[src/rtl/sa_result_drain.sv]
// rtl/sa_result_drain.sv - ping-pong tile buffer draining systolic-array column results to a valid/ready stream
// Optional: define SA_DRAIN_RELU_EN to clamp negative result words to zero at capture.
module sa_result_drain #(
    parameter int ROWS     = 8,
    parameter int OUTWIDTH = 32,
    parameter int TAGW     = 4,
    localparam int CW      = $clog2(ROWS)
) (
    input  logic                clk,
    input  logic                rstn,
    input  logic [OUTWIDTH-1:0] res_in [0:ROWS-1],
    input  logic [0:ROWS-1]     res_valid,
    output logic                res_read,
    output logic [OUTWIDTH-1:0] m_data,
    output logic                m_valid,
    input  logic                m_ready,
    output logic                m_last,
    output logic [CW-1:0]       m_col,
    output logic [TAGW-1:0]     m_tile,
    output logic                full,
    output logic [15:0]         stall_cnt
);

    typedef enum logic {IDLE, SEND} state_t;

    logic [OUTWIDTH-1:0] bank_q [2][ROWS];
    logic [TAGW-1:0]     bank_tag_q [2];
    logic [1:0]          bank_full_q, bank_full_d;
    logic                wbank_q, rbank_q, rbank_d;
    logic [TAGW-1:0]     tag_q;
    logic                armed_q, armed_d;
    logic                res_read_q;
    logic [15:0]         stall_q, stall_d;
    state_t              state_q, state_d;
    logic [CW-1:0]       col_q, col_d;

    logic                all_valid, capture, blocked, hs, release_bank;
    logic [OUTWIDTH-1:0] cap_word [ROWS];

    always_comb begin
        for (int i = 0; i < ROWS; i++) begin
`ifdef SA_DRAIN_RELU_EN
            cap_word[i] = res_in[i][OUTWIDTH-1] ? '0 : res_in[i];
`else
            cap_word[i] = res_in[i];
`endif
        end
    end

    always_comb begin
        all_valid    = &res_valid;
        capture      = all_valid && armed_q && !bank_full_q[wbank_q];
        blocked      = all_valid && armed_q && bank_full_q[wbank_q];
        hs           = (state_q == SEND) && m_ready;
        release_bank = hs && (col_q == CW'(ROWS - 1));

        bank_full_d = bank_full_q;
        if (release_bank) bank_full_d[rbank_q] = 1'b0;
        if (capture)      bank_full_d[wbank_q] = 1'b1;

        stall_d = (blocked && stall_q != 16'hFFFF) ? stall_q + 16'd1 : stall_q;
        armed_d = capture ? 1'b0 : (!all_valid ? 1'b1 : armed_q);

        state_d = state_q;
        col_d   = col_q;
        rbank_d = rbank_q;
        case (state_q)
            IDLE: begin
                // Looking at next-state occupancy lets the first word leave in the res_read cycle.
                if (bank_full_d[rbank_q]) begin
                    state_d = SEND;
                    col_d   = '0;
                end
            end
            SEND: begin
                if (release_bank) begin
                    col_d   = '0;
                    rbank_d = ~rbank_q;
                    state_d = bank_full_d[~rbank_q] ? SEND : IDLE;
                end else if (hs) begin
                    col_d = col_q + CW'(1);
                end
            end
            default: state_d = IDLE;
        endcase
    end

    always_ff @(posedge clk) begin
        if (!rstn) begin
            bank_tag_q  <= '{default: '0};
            bank_full_q <= '0;
            wbank_q     <= 1'b0;
            rbank_q     <= 1'b0;
            tag_q       <= '0;
            armed_q     <= 1'b1;
            res_read_q  <= 1'b0;
            stall_q     <= '0;
            state_q     <= IDLE;
            col_q       <= '0;
        end else begin
            if (capture) begin
                bank_tag_q[wbank_q] <= tag_q;
                wbank_q             <= ~wbank_q;
                tag_q               <= tag_q + TAGW'(1);
            end
            bank_full_q <= bank_full_d;
            rbank_q     <= rbank_d;
            armed_q     <= armed_d;
            res_read_q  <= capture;
            stall_q     <= stall_d;
            state_q     <= state_d;
            col_q       <= col_d;
        end
    end

    // Result words need no reset: they are only visible once their bank is marked full.
    always_ff @(posedge clk) begin
        if (capture) begin
            for (int i = 0; i < ROWS; i++) bank_q[wbank_q][i] <= cap_word[i];
        end
    end

    assign res_read  = res_read_q;
    assign m_valid   = (state_q == SEND);
    assign m_data    = bank_q[rbank_q][col_q];
    assign m_col     = col_q;
    assign m_tile    = bank_tag_q[rbank_q];
    assign m_last    = m_valid && (col_q == CW'(ROWS - 1));
    assign full      = &bank_full_q;
    assign stall_cnt = stall_q;

endmodule

[config.mk]
export PLATFORM = sky130hd
export DESIGN_NAME = sa_result_drain
export DESIGN_NICKNAME = d
export VERILOG_FILES = /design/src/rtl/sa_result_drain.sv
export SDC_FILE = /design/constraint.sdc
export NUM_CORES = 1
export LEC_CHECK = 0
export BUFFER_PORTS_ARGS = -buffer_cell sky130_fd_sc_hd__buf_2
export CAP_MARGIN = 25
export CORE_MARGIN = 4
export CORE_UTILIZATION = 23
export DETAILED_ROUTE_END_ITERATION = 10
export GPL_ROUTABILITY_DRIVEN = 0
export PLACE_DENSITY = 0.47
export SLEW_MARGIN = 20
export SYNTH_ARGS = -nofsm -noshare
export SYNTH_HDL_FRONTEND = slang
export SYNTH_SLANG_ARGS = --single-unit
[constraint.sdc]
create_clock -name clk -period 21.1 [get_ports clk]
set_clock_uncertainty 0.1 [all_clocks]
set_input_delay 1.055 -clock clk [delete_from_list [all_inputs] [get_ports clk]]
set_output_delay 1.055 -clock clk [all_outputs]
set_load 0.03 [all_outputs]
==> run metrics <==
setup TNS=0 ns; GR Util All Layers=10.56%; Detail Route Antenna Nets=0; power per standard cell area=87.14 mW/mm^2; Slowest cell on crit path=mux4_1; Setup Crit Path Kind=flip-flop to primary output; WHS=0.3546 ns; min Tclk post-route=4.651 ns; WP data arrival=about 3.5 ns; RR Endpoint=bank_q[0][139]$_DFFE_PP_; pin count of the biggest net entering global routing=137; Hold Vio Cnt, Final=0; outcome=finished clean; antenna violations before repair=31; Async SR Flop Fraction=0%; CP Capture Type=primary output; Vias/cell=roughly 4.1; DP HPWL=~33 mm; FP Rows=111; Worst Tran Pin Value=1.138 ns; Die Span Y=312.6 um; register area share after synthesis=75.69%; Mapped Cells=926; predominant post-synthesis flop cell=edfxtp_1; r2r startpoint=armed_q$_SDFFE_PN1P_; Yosys reg bits=551; Root Buffer=clkbuf_16; Post-synth EDFFs=512; DRC viols=0; Placed Cells=2461; critical path fanouts, max=63; Worst-Skew Late Latency=0.60 ns; total congestion overflow=0; io pins=326; Reg clk slew, reported paths=0.05 ns; Warnings, synthesis=0; via count=10690; RSZ-0062 raised after global routing=false; f_max=215.0 MHz; layout cells sized above 1=41.32%; Syn Area/Cell=23.05 sq um; Peak VDD IR=51.02 uV; post-CTS resize count=0; leakage power=0.008602 uW; Pre-antenna DRT Iters=4; Setup Buffers After CTS=0; total power=roughly 2300 uW; depth of the most critical reg-to-reg path=5; H-tree depth=3; Final #Nets=approximately 1600; Final Cycle Share=between 20% and 30%; Die W=312.6 um; syn_nets=around 1200; 1st-iter DRT viols=roughly 800; die area=0.09774 sq mm; Worst Hold Class=flip-flop to flip-flop; first-pass GRT wire length=76.60 mm; clk buf depth=3; worst setup path end=m_data[18]; critical path launch point type=flip-flop; Max transition margin=24.12%; Slew Limit Fails=0; DR WL/cell=20.17 um; Starting Density=23.25%; Synth Cell Area=~0.021 sq mm; Crit path largest cell delay=0.64 ns; critical path, cell by cell=buf_12 -> buf_16 -> mux4_1 -> mux4_2 -> buf_2; CTS Buf Count=66; synth unique cells=45; max_cap viols=0; hold_buf cts=0; Clock Sink Count=551; hold depth=2; CTS tree=built; final setup vio count=0; Worst Path Required=between 15 and 20 ns; vias in the first global route=~12000; R2R setup slack=17.81 ns; P&R area growth vs syn=24.28%; WL final=52.24 mm; Core ar.=0.09180 sq mm; final std cells w/o fill=2590; Port Buffers=325; Final Core Density=28.90%
worst min-delay path by stage:
stage | start | end | slack, ns
2_1_floorplan | bank_tag_q[4]$_SDFFE_PN0P_ | bank_tag_q[4]$_SDFFE_PN0P_ | 0.33
4_1_cts | bank_tag_q[7]$_SDFFE_PN0P_ | bank_tag_q[7]$_SDFFE_PN0P_ | 0.36
6_report | bank_tag_q[7]$_SDFFE_PN0P_ | bank_tag_q[7]$_SDFFE_PN0P_ | 0.35
3_5_place_dp | bank_tag_q[7]$_SDFFE_PN0P_ | bank_tag_q[7]$_SDFFE_PN0P_ | 0.35
5_1_grt | bank_tag_q[4]$_SDFFE_PN0P_ | bank_tag_q[4]$_SDFFE_PN0P_ | 0.39
3_3_place_gp | bank_tag_q[7]$_SDFFE_PN0P_ | bank_tag_q[7]$_SDFFE_PN0P_ | 0.34
stage by stage:
stage	setup slack, ns	instance area, sq um
3_5_place_dp	16.87	24400
3_3_place_gp	16.93	24370
5_1_grt	16.21	26510
4_1_cts	16.34	26440
2_1_floorplan	4.609	21340
6_report	16.45	26530
layout by cell type (no fill, tap or decap), drive strengths merged, types with 6 or more instances in the layout:
cell type	Yosys	layout
dfxtp	39	39
diode	0	11
clkbuf	14	89
and2	6	6
o21ai	9	9
edfxtp	512	512
mux4	160	160
buf	31	339
mux2i	9	9
nand2	31	31
nor2	16	16
a21oi	21	21
nor3	9	9
clkinv	1	21
or3	7	7
power breakdown:
| group | switching (uW) | internal (uW) | total (uW) |
|---|---|---|---|
| combinational | 19.9 | 20.3 | 40.2 |
| clock | 430 | 647 | 1080 |
| sequential | 0.503 | 1190 | 1190 |
| total | 451 | 1860 | 2310 |
per-layer routing:
| metal | up-vias | global-route usage [%] | part of all wire (%) |
|---|---|---|---|
| li1 | 4740 | - | - |
| met1 | 5520 | 12.21 | 39 |
| met2 | 277 | 17.97 | 50 |
| met3 | 130 | 3.927 | 7.4 |
| met4 | 22 | 3.837 | 2.9 |
| met5 | - | 0 | 0.29 |
cell type report:
cell class | instances | area, sq um
fillers | 9053 | 65280
flip-flops and latches | 551 | 16170
multi-input cells | 325 | 4885
clock buffers | 89 | 1844
repair buffers | 339 | 1817
well taps | 1243 | 1555
clock inverters | 27 | 203.9
diodes | 11 | 27.53
inverters | 5 | 26.28
sequential cells by signal (all words and copies together) (netlist names), named ones only:
| register | cells |
|---|---|
| armed_q | 1 |
| bank_full_q | 2 |
| bank_q | 512 |
| bank_tag_q | 8 |
| m_col | 3 |
| m_valid | 1 |
| rbank_q | 1 |
| res_read | 1 |
| stall_cnt | 16 |
| tag_q | 4 |
| wbank_q | 1 |
synth_stat cells (2+ instances only):
library cell	instances	area, sq um
inv_1	4	15.01
nor3_1	8	40.04
mux4_1	50	1314
or4_1	3	22.52
nor4_2	2	25.02
a21oi_1	21	105.1
and4_1	3	26.28
and2_1	6	37.54
buf_8	3	45.04
ha_1	4	50.05
nand2_1	31	116.4
o311ai_0	2	17.52
o21a_1	2	15.01
o211ai_1	4	30.03
and3_1	4	25.02
xor2_1	3	26.28
buf_6	11	123.9
nand3_1	4	20.02
nand4_1	3	18.77
buf_1	10	37.54
nand2b_1	4	25.02
mux4_2	110	2477
mux2_2	5	56.30
buf_2	7	35.03
nor2_1	16	60.06
o21ai_0	8	40.04
or3_1	7	43.79
mux2i_1	9	90.09
clkbuf_1	14	52.55
xnor2_1	2	17.52
o31ai_1	2	15.01
edfxtp_1	512	15370
dfxtp_1	39	780.8
nand4_4	2	42.54
critical path, delay by kind of cell (launching register included):
family	cells	cell delay [ns]
buffers and inverters	3	0.99
flip-flops	1	0.61
multiplexers	2	1.11
logic make-up (layout without fill, tap and decap cells):
logic type      Yosys count  after routing  synth area share (%)
flops                   551            551                 75.69
fa+ha+maj                 4              4                0.2345
xor+xnor                  5              5                0.2052
compound gates           45             45                 1.366
other cells               0             11                     0
mux                     174            174                 18.45
simple gates             97             97                 2.591
buf+inv                  50            460                 1.465
No activity file was read; power rests on OpenSTA's default activity.
